File: config.mk
export PLATFORM = sky130hd
export DESIGN_NAME = prio_enc_seg_reg_flat
export DESIGN_NICKNAME = d
export VERILOG_FILES = /design/src/rtl/prio_enc_seg_reg_pkg.sv /design/src/rtl/prio_enc_seg_reg_if.sv /design/src/rtl/prio_enc_seg_reg_hex7seg.sv /design/src/rtl/prio_enc_seg_reg.sv /design/src/flat_wrapper.sv
export SDC_FILE = /design/constraint.sdc
export NUM_CORES = 1
export LEC_CHECK = 0
export CAP_MARGIN = 0
export CORE_ASPECT_RATIO = 1.4
export CORE_MARGIN = 2
export CORE_UTILIZATION = 46
export CTS_BUF_LIST = sky130_fd_sc_hd__clkbuf_16
export DETAILED_ROUTE_END_ITERATION = 6
export GPL_TIMING_DRIVEN = 0
export PLACE_DENSITY = 0.84
export SETUP_SLACK_MARGIN = 0.02
export SLEW_MARGIN = 20
export SYNTH_ARGS = -nofsm -noshare
export SYNTH_HDL_FRONTEND = slang
export SYNTH_SLANG_ARGS = --single-unit
File: constraint.sdc
create_clock -name clk -period 1.87 [get_ports clk]
set_input_delay 0.374 -clock clk [delete_from_list [all_inputs] [get_ports clk]]
set_output_delay 0.374 -clock clk [all_outputs]
set_load 0.005 [all_outputs]
File: src/rtl/prio_enc_seg_reg_pkg.sv
// ---------------------------------------------------------------------------
// prio_enc_seg_reg_pkg
// Shared constants and types for the registered priority encoder with
// seven-segment readout.
//   SEG_BLANK : active-low pattern with every segment off
//   HEX_SEG   : active-low {g,f,e,d,c,b,a} patterns for hex digits 0..F
//   upd_e     : which register-update rule applies on the coming edge
//   hex_to_seg: digit + blank flag -> segment pattern
// ---------------------------------------------------------------------------
package prio_enc_seg_reg_pkg;

    localparam logic [6:0] SEG_BLANK = 7'b1111111;

    // Packed so that HEX_SEG[v] selects the pattern for digit v; the
    // concatenation therefore lists F first and 0 last.
    localparam logic [15:0][6:0] HEX_SEG = {
        7'b0001110,
        7'b0000110,
        7'b0100001,
        7'b1000110,
        7'b0000011,
        7'b0001000,
        7'b0010000,
        7'b0000000,
        7'b1111000,
        7'b0000010,
        7'b0010010,
        7'b0011001,
        7'b0110000,
        7'b0100100,
        7'b1111001,
        7'b1000000
    };

    // The four register-update rules, listed from highest to lowest
    // priority. Exactly one applies on every clock edge.
    typedef enum logic [1:0] {
        UPD_DISABLE,
        UPD_CLEAR,
        UPD_HOLD,
        UPD_TRACK
    } upd_e;

    function automatic logic [6:0] hex_to_seg(input logic [3:0] value,
                                              input logic       blank);
        logic [6:0] seg;
        seg = blank ? SEG_BLANK : HEX_SEG[value];
        return seg;
    endfunction

endpackage

File: src/rtl/prio_enc_seg_reg_if.sv
// ---------------------------------------------------------------------------
// prio_enc_seg_reg_if
// Bundles the control/request inputs and the registered/display outputs of
// prio_enc_seg_reg.
//   master : drives en, hold, clr, req; observes the outputs
//   slave  : the encoder itself
// Signals:
//   en       encoder enable
//   hold     lock mode request
//   clr      synchronous clear of counter and lock
//   req      N request lines, bit N-1 highest priority
//   idx      registered index of highest set request bit (W bits)
//   valid    registered "some request was set"
//   locked   lock mode is currently holding a value
//   cnt      saturating count of valid 0->1 transitions (CNT_W bits)
//   seg_idx  active-low hex digits of idx, digit 0 in bits [6:0]
//   seg_cnt  active-low hex digits of cnt, digit 0 in bits [6:0]
// N and CNT_W must match the parameters of the attached encoder.
// ---------------------------------------------------------------------------
interface prio_enc_seg_reg_if #(
    parameter int N     = 8,
    parameter int CNT_W = 8
);

    localparam int W  = $clog2(N);
    localparam int ND = (W + 3) / 4;
    localparam int CD = CNT_W / 4;

    logic              en;
    logic              hold;
    logic              clr;
    logic [N-1:0]      req;
    logic [W-1:0]      idx;
    logic              valid;
    logic              locked;
    logic [CNT_W-1:0]  cnt;
    logic [7*ND-1:0]   seg_idx;
    logic [7*CD-1:0]   seg_cnt;

    modport master (
        output en, hold, clr, req,
        input  idx, valid, locked, cnt, seg_idx, seg_cnt
    );

    modport slave (
        input  en, hold, clr, req,
        output idx, valid, locked, cnt, seg_idx, seg_cnt
    );

endinterface

File: src/rtl/prio_enc_seg_reg_hex7seg.sv
// ---------------------------------------------------------------------------
// hex7seg
// One seven-segment hex digit decoder, active-low outputs.
// Ports:
//   value  in  4  hex digit to show
//   blank  in  1  1 = all segments off
//   seg    out 7  {g,f,e,d,c,b,a}, active-low
// ---------------------------------------------------------------------------
module hex7seg
    import prio_enc_seg_reg_pkg::*;
(
    input  logic [3:0] value,
    input  logic       blank,
    output logic [6:0] seg
);

    // Pure table lookup; blanking overrides the digit.
    always_comb begin
        seg = hex_to_seg(value, blank);
    end

endmodule

File: src/rtl/prio_enc_seg_reg.sv
// ---------------------------------------------------------------------------
// prio_enc_seg_reg
// Registered N-input priority encoder with a hold/lock mode, a saturating
// detection counter and active-low hex readouts of the index and count.
// Ports:
//   clk    in  1  system clock
//   rst_n  in  1  asynchronous active-low reset
//   bus    slave modport of prio_enc_seg_reg_if (en, hold, clr, req in;
//          idx, valid, locked, cnt, seg_idx, seg_cnt out)
// Parameters:
//   N      number of request lines (2..64)
//   CNT_W  counter width (4..16, multiple of 4)
// ---------------------------------------------------------------------------
module prio_enc_seg_reg
    import prio_enc_seg_reg_pkg::*;
#(
    parameter int N     = 8,
    parameter int CNT_W = 8
) (
    input  logic                  clk,
    input  logic                  rst_n,
    prio_enc_seg_reg_if.slave     bus
);

    localparam int W  = $clog2(N);
    localparam int ND = (W + 3) / 4;
    localparam int CD = CNT_W / 4;

    localparam logic [CNT_W-1:0] CNT_MAX = {CNT_W{1'b1}};

    logic [W-1:0]     enc;
    logic             any;
    upd_e             upd;

    logic [W-1:0]     idx_q,    idx_d;
    logic             valid_q,  valid_d;
    logic             locked_q, locked_d;
    logic [CNT_W-1:0] cnt_q,    cnt_d;

    logic [4*ND-1:0]  idx_ext;
    logic [7*ND-1:0]  seg_idx_w;
    logic [7*CD-1:0]  seg_cnt_w;

    // Priority encoder: scan upward so the highest set bit is the last
    // one written. With no request set, enc stays at zero.
    always_comb begin
        enc = '0;
        any = |bus.req;
        for (int i = 0; i < N; i++) begin
            if (bus.req[i]) begin
                enc = W'(i);
            end
        end
    end

    // Pick the update rule for this edge. Disable beats clear, clear beats
    // an active lock, and everything else is normal tracking.
    always_comb begin
        upd = UPD_TRACK;
        if (!bus.en) begin
            upd = UPD_DISABLE;
        end else if (bus.clr) begin
            upd = UPD_CLEAR;
        end else if (locked_q && bus.hold) begin
            upd = UPD_HOLD;
        end
    end

    // Next-state values for the registers. The counter only advances while
    // tracking, and only on a 0->1 edge of valid, so clearing or disabling
    // can never produce a count. The lock is only taken when the captured
    // value is valid, which also covers hold rising on the same edge as
    // the first valid request.
    always_comb begin
        idx_d    = idx_q;
        valid_d  = valid_q;
        locked_d = locked_q;
        cnt_d    = cnt_q;
        case (upd)
            UPD_DISABLE: begin
                idx_d    = '0;
                valid_d  = 1'b0;
                locked_d = 1'b0;
                if (bus.clr) begin
                    cnt_d = '0;
                end
            end
            UPD_CLEAR: begin
                idx_d    = enc;
                valid_d  = any;
                locked_d = 1'b0;
                cnt_d    = '0;
            end
            UPD_HOLD: begin
            end
            default: begin
                idx_d    = enc;
                valid_d  = any;
                locked_d = bus.hold & any;
                if (!valid_q && any && (cnt_q != CNT_MAX)) begin
                    cnt_d = cnt_q + 1'b1;
                end
            end
        endcase
    end

    // State registers; reset clears everything without waiting for a clock.
    always_ff @(posedge clk or negedge rst_n) begin
        if (!rst_n) begin
            idx_q    <= '0;
            valid_q  <= 1'b0;
            locked_q <= 1'b0;
            cnt_q    <= '0;
        end else begin
            idx_q    <= idx_d;
            valid_q  <= valid_d;
            locked_q <= locked_d;
            cnt_q    <= cnt_d;
        end
    end

    assign bus.idx    = idx_q;
    assign bus.valid  = valid_q;
    assign bus.locked = locked_q;
    assign bus.cnt    = cnt_q;

    // The index is zero-extended to whole hex digits before being split.
    assign idx_ext = (4*ND)'(idx_q);

    // Index digits blank whenever there is no valid capture; count digits
    // always show the count and only blank while reset is held.
    for (genvar g = 0; g < ND; g++) begin : g_seg_idx
        hex7seg u_hex (
            .value (idx_ext[4*g +: 4]),
            .blank (!valid_q),
            .seg   (seg_idx_w[7*g +: 7])
        );
    end

    for (genvar g = 0; g < CD; g++) begin : g_seg_cnt
        hex7seg u_hex (
            .value (cnt_q[4*g +: 4]),
            .blank (!rst_n),
            .seg   (seg_cnt_w[7*g +: 7])
        );
    end

    assign bus.seg_idx = seg_idx_w;
    assign bus.seg_cnt = seg_cnt_w;

endmodule

File: src/flat_wrapper.sv
// flat-port wrapper written by rule: the top's interface ports become plain ports
module prio_enc_seg_reg_flat import prio_enc_seg_reg_pkg::*;
#(
    parameter int N     = 8,
    parameter int CNT_W = 8
)
  (clk, rst_n, bus_en, bus_hold, bus_clr, bus_req, bus_idx, bus_valid, bus_locked, bus_cnt, bus_seg_idx, bus_seg_cnt);
  prio_enc_seg_reg_if #(.N(N), .CNT_W(CNT_W)) bus_i ();
  input  logic clk;
  input  logic rst_n;
  input wire logic [$bits(bus_i.en)-1:0] bus_en;
  input wire logic [$bits(bus_i.hold)-1:0] bus_hold;
  input wire logic [$bits(bus_i.clr)-1:0] bus_clr;
  input wire logic [$bits(bus_i.req)-1:0] bus_req;
  output wire logic [$bits(bus_i.idx)-1:0] bus_idx;
  output wire logic [$bits(bus_i.valid)-1:0] bus_valid;
  output wire logic [$bits(bus_i.locked)-1:0] bus_locked;
  output wire logic [$bits(bus_i.cnt)-1:0] bus_cnt;
  output wire logic [$bits(bus_i.seg_idx)-1:0] bus_seg_idx;
  output wire logic [$bits(bus_i.seg_cnt)-1:0] bus_seg_cnt;
  assign bus_i.en = bus_en;
  assign bus_i.hold = bus_hold;
  assign bus_i.clr = bus_clr;
  assign bus_i.req = bus_req;
  assign bus_idx = bus_i.idx;
  assign bus_valid = bus_i.valid;
  assign bus_locked = bus_i.locked;
  assign bus_cnt = bus_i.cnt;
  assign bus_seg_idx = bus_i.seg_idx;
  assign bus_seg_cnt = bus_i.seg_cnt;
  prio_enc_seg_reg #(.N(N), .CNT_W(CNT_W)) u_core (.clk(clk), .rst_n(rst_n), .bus(bus_i));
endmodule
======== Word-level counts from Yosys, hierarchy flattened ========
Memory sizes are Yosys's and may differ from the RTL's.
Index checks and enable logic that the tools add are counted.
Widths: inputs -> output; s select.
word-level totals
  bits in registers ....................... 13
  output and inout bits ................... 34
  word-level logic and storage cells ...... 48
  bits in read-only memories .............. 280
  memories ................................ 3
  input port bits ......................... 13
memory list
  memory           words  width  read ports  clocked after memory_dff  write ports  RTL line                    source
  (no name shown)  16     7      1           0                         0            prio_enc_seg_reg_pkg.sv:47  seg = blank ? SEG_BLANK : HEX_SEG[value];
  (no name shown)  16     7      1           0                         0            prio_enc_seg_reg_pkg.sv:47
  (no name shown)  8      7      1           0                         0            prio_enc_seg_reg_pkg.sv:47
operators by class
  $add $sub $neg .......................... 1
  bitwise operators ....................... 2
  magnitude comparators ................... 3
  reduce and logical (&&, ||, !) cells .... 9
  multiplexer cells ....................... 22
  equality and inequality tests ........... 4
operator list
  cell                 count
  $mux 7               6
  $pmux 8 s3           1
  $mux 3               6
  $mux 8               2
  $lt 4x5->1 const B   2
  $add 8x1->8 const B  1
  $ne 8x8->1 const B   1
  $reduce_or 8->1      1
  $pmux 3 s2           1
  $lt 3x5->1 const B   1
  $mux 2               2
  $pmux 1 s2           2
  $logic_and 1x1->1    3
  $reduce_and 3->1     1
  $reduce_bool 3->1    1
  $eq 2x1->1 const B   1
  $eq 2x2->1 const B   1
  $logic_not 2->1      1
  $mux 1               2
  $ne 2x2->1 const B   1
  $reduce_or 2->1      1
  $and 1x1->1          1
  $logic_not 1->1      1
  $not 1->1            1

======== Longest topological paths before layout ========
  word-level depth ........................ 8
  gate-level depth with buffers ........... 6
  gate-level depth less buffers ........... 6

======== Hierarchy ========
Synthesis repeated with hierarchy kept, for this count alone.
second synthesis, totals
  cell total of the unflattened synthesis .. 197
  area total of the unflattened synthesis .. 1,707.9 um^2
by module, submodules not included
  module                                   seq. area each (um^2)  area an instance (um^2)  times used  cells each
  prio_enc_seg_reg                         325.3                  814.5                    1           92
  hex7seg (u_core.g_seg_cnt[1].u_hex ...)  0.0                    299.0                    2           35
  hex7seg (u_core.g_seg_cnt[0].u_hex)      0.0                    295.3                    1           35

======== Worst setup path before layout ========
OpenSTA, ideal clock, no wires.
  path type ............................... reg-to-reg
  start ................................... register u_core.valid_q, in the netlist u_core.bus.valid
  end ..................................... register u_core.cnt_q[5], in the netlist u_core.bus.cnt[5]
  buffers on the path ..................... 1
  clock period less this slack ............ 1.668 ns
  library setup time ...................... 0.077 ns
  slack ................................... 0.202 ns
  stages on the path, launching flop included .. 6
  arrival ................................. 1.590 ns
  required time ........................... 1.793 ns
  cells stage by stage .................... dfrtp_1 buf_6 nand2b_4 a221o_1 or4_1 a21oi_1
between the ends
  longest elaborated chain between the ends .. 5
ends and longest elaborated chain
  element                             RTL line                 source
  start: declaration                  prio_enc_seg_reg.sv:36   logic valid_q, valid_d;
  start signal: assignment            prio_enc_seg_reg.sv:116  valid_q <= valid_d;
  $logic_not 1->1                     prio_enc_seg_reg.sv:100  if (!valid_q && any && (cnt_q != CNT_MAX)) begin
  $logic_and 1x1->1 (2 in a row)      prio_enc_seg_reg.sv:100
  $reduce_bool 3->1 (no source line)  n/a
  $reduce_and 3->1 (no source line)   n/a
  end signal: assignment              prio_enc_seg_reg.sv:118  cnt_q <= cnt_d;
  end: declaration                    prio_enc_seg_reg.sv:38   logic [CNT_W-1:0] cnt_q, cnt_d;
Every way passes these cells.
A chain may end at the register's enable or synchronous reset.

======== Final worst setup path ========
  start ................................... register u_core.cnt_q[4], in the netlist u_core.bus.cnt[4]
  end ..................................... output port bus_seg_cnt[10]
between the ends
  longest elaborated chain between the ends .. 3
ends and longest elaborated chain
  element                       RTL line                    source
  $mem_v2 16x7                  n/a
  $mux 7 (not written as such)  prio_enc_seg_reg_pkg.sv:47
  $mux 7                        prio_enc_seg_reg_pkg.sv:47
  end: declaration              flat_wrapper.sv:20          output wire logic [$bits(bus_i.seg_cnt)-1:0] bus_seg_cnt;
Every way passes these cells. The select of a mux whose other input is x is not followed.

==> flow_metrics.tcl <==
set metrics [dict create \
    outcome "complete, but fails checks" \
    violations "setup timing" \
    critPathBufInv 3 \
    postLayoutCellArea_um2 2410 \
    crit_cells 7 \
    synth_cell_types 37 \
    hold_buffers 0 \
    die_area_um2 3540 \
    htreeDepth 1 \
    maxCapViolCount 0 \
    core.rowCount 23 \
    grt_overflow 0 \
    area_growth_pct 70.7 \
    yosys-top-cells-count "nand2_1, ha_1, o211ai_1" \
    synth.most_common_cell "nand2_1" \
    drive_gt1_frac 0.427 \
    synth.ff_latch_count 13 \
    slowest_delay_ps 470 \
    irDropWorstVdd_mv 0.557 \
    crit_required_ps 1500 \
    wl_per_cell_um 17.1 \
    cp-end-kind "output pin" \
    first_pass_iters 4 \
    ant_nets 0 \
    antenna_found_initial 0 \
    clk_pin_slew_worst_paths_ps 50 \
    nNetsFinal 286 \
    fp.dieH_um 69.6 \
    n_antenna_cell 0 \
    grt_pass1_wl_um 7240 \
    gp_congestion 0.825 \
    route.detailed.drc 0 \
    hold_class "primary input to async pin" \
    fin_crit_ps 1980 \
    ys_seq_area_frac 0.230 \
    cts_tree "done" \
    wl_um 4980 \
    drv_slew 0 \
    cp_slowest_cell "dfrtp_2" \
    synth-edff-count 0 \
    worstSkewPairLatency_ps 250 \
    dpl_worst_slack_ps -934 \
    max_freq_mhz 505 \
    synth_nets 207 \
    cpLargestDelayFamily "flip-flops" \
    path_class "flop to output pin" \
    slew_headroom 0.720 \
    skew_ps 4.44 \
    hpwl_um 2470 \
    setup_slack_ps -111 \
    worst_setup_path_start_kind "flop" \
    synthTopCellsByArea "dfrtp_1, ha_1, o211ai_1, nand2_1, o21ai_0" \
    grt_start_max_net_pins 19 \
    nFillCells 165 \
    io-pin-count 47 \
    crit_chain "buf_6, inv_8, ha_4, a21oi_2, nor2_1, o21ai_1, buf_2" \
    worstPathArrival_ps 1610 \
    synth-async-reset-ratio 1.00 \
    synthesis.area_um2 1410 \
    syn_area_per_cell_um2 7.99 \
    die_x_um 50.9 \
    post-synth-top-area-fraction 0.230 \
    port_buffers 45 \
    p_leak_uw 0.000997 \
    core_um2 2910 \
    rr_worst_depth 6 \
    ff_latch_area_um2 333 \
    multi_input_area_um2 1180 \
    viasPerCell 5.84 \
    hold_viol_final 0 \
    fin_crit_sh 1.06 \
    worst_pin_slew_ps 421 \
    clockBufferDepth 2 \
    power_density_nw_per_um2 400 \
    start_util 0.486 \
    ys.flop_type "dfrtp_1" \
    yosys_warnings 0 \
    drtIter0Drc 61 \
    cts_root_buffer "clkbuf_16" \
    synth_area_leader_cell "dfrtp_1" \
    numClockSinks 13 \
    synthCells 177 \
    grt_pass1_vias 1601 \
    rsz0062_at_grt "true" \
    grt_usage 0.258 \
    dr_total_vias 1704 \
    finalSetupViolCount 4 \
    placedInstanceArea_um2 1910 \
    path_max_fanout 5 \
    numCtsBuffers 3 \
]
==> final timing paths <==
check,end,start,slack [ps]
min reg2reg,u_core.bus.locked$_DFFE_PN0P_,u_core.bus.locked$_DFFE_PN0P_,590
min,u_core.bus.valid$_DFFE_PN0P_,rst_n,60
max,bus_seg_cnt[10],u_core.bus.cnt[4]$_DFFE_PN0P_,-110
max reg2reg,u_core.bus.cnt[5]$_DFFE_PN0P_,u_core.bus.cnt[0]$_DFFE_PN0P_,40
min in group clk,u_core.bus.cnt[4]$_DFFE_PN0P_,bus_clr,340
max in group asynchronous,u_core.bus.cnt[0]$_DFFE_PN0P_,rst_n,1490
==> report_power, final <==
part | total (uW) | switching [uW] | internal, uW
Combinational | 261 | 123 | 138
Sequential | 303 | 11.3 | 292
Clock | 401 | 119 | 282
==> final cells by class <==
type | instances | area share
Multi-Input combinational cell | 142 | 0.487
Timing Repair Buffer | 74 | 0.254
Sequential cell | 13 | 0.138
Buffer | 12 | 0.0461
Clock buffer | 3 | 0.0311
Inverter | 10 | 0.0228
Tap cell | 37 | 0.0192
Clock inverter | 1 | 0.00156
==> stage by stage <==
step | std cells | power [uW] | TNS (ps) | util | hold WS [ps]
2_1_floorplan | 177 | 401 | 0 | - | 78.4
3_3_place_gp | 259 | 527 | -14860 | 0.657 | 569
3_5_place_dp | 259 | 530 | -15170 | 0.657 | 570
4_1_cts | 283 | 943 | -91.5 | 0.775 | 56.5
5_1_grt | 292 | 1010 | -560 | 0.830 | 83.2
6_report | 292 | 965 | -224 | 0.830 | 62.3
==> logic make-up (layout without fill, tap and decap cells) <==
logic type	count (synthesis)	count (layout)	synth area share
muxes	4	4	0.0292
buffers and inverters	22	100	0.0894
DFF	13	13	0.230
and+or+nand+nor	67	67	0.252
AOI/OAI and AO/OA	54	54	0.249
adders and majority gates	17	17	0.150
==> metal layers <==
metal	share of wire	vias to the layer above	track usage
met2	0.54	70	0.474
li1	-	798	-
met4	0.031	0	0.114
met3	0.047	15	0.0194
met5	0	-	0
met1	0.39	821	0.294
==> state kept, by name, indices dropped and copies added (netlist names) <==
signal             count
u_core.bus.cnt         8
u_core.bus.locked      1
u_core.bus.idx         3
u_core.bus.valid       1
==> cells in the final DEF, fill, tap and decap left out, types with 3 or more instances in the layout <==
master	netlist	final
a21oi_1	11	8
a21oi_2	0	3
buf_2	1	14
buf_4	0	17
buf_6	3	15
clkbuf_16	0	3
clkbuf_2	0	7
clkdlybuf4s50_1	0	14
dfrtp_1	13	7
dfrtp_2	0	6
dlygate4sd2_1	0	12
ha_1	17	5
ha_2	0	4
ha_4	0	8
inv_1	10	5
inv_4	0	4
mux2i_1	3	3
nand2_1	23	18
nand2_2	0	4
nand2b_1	6	4
nand2b_4	1	3
nand3_1	12	12
nor2_1	4	3
o211a_1	3	3
o211ai_1	15	15
o21a_1	3	3
o21ai_0	14	10
o31ai_1	3	3
or3_2	4	4
==> repair_timing <==
item                                    in CTS  in global routing
buffers inserted                            20                 10
resized for setup                          128                 40
endpoints found under the setup margin      29                 25
cloned                                       0                  0
pin swaps                                    6                 21
hold endpoints to repair                     0                  0
No activity file was read; power rests on OpenSTA's default activity.
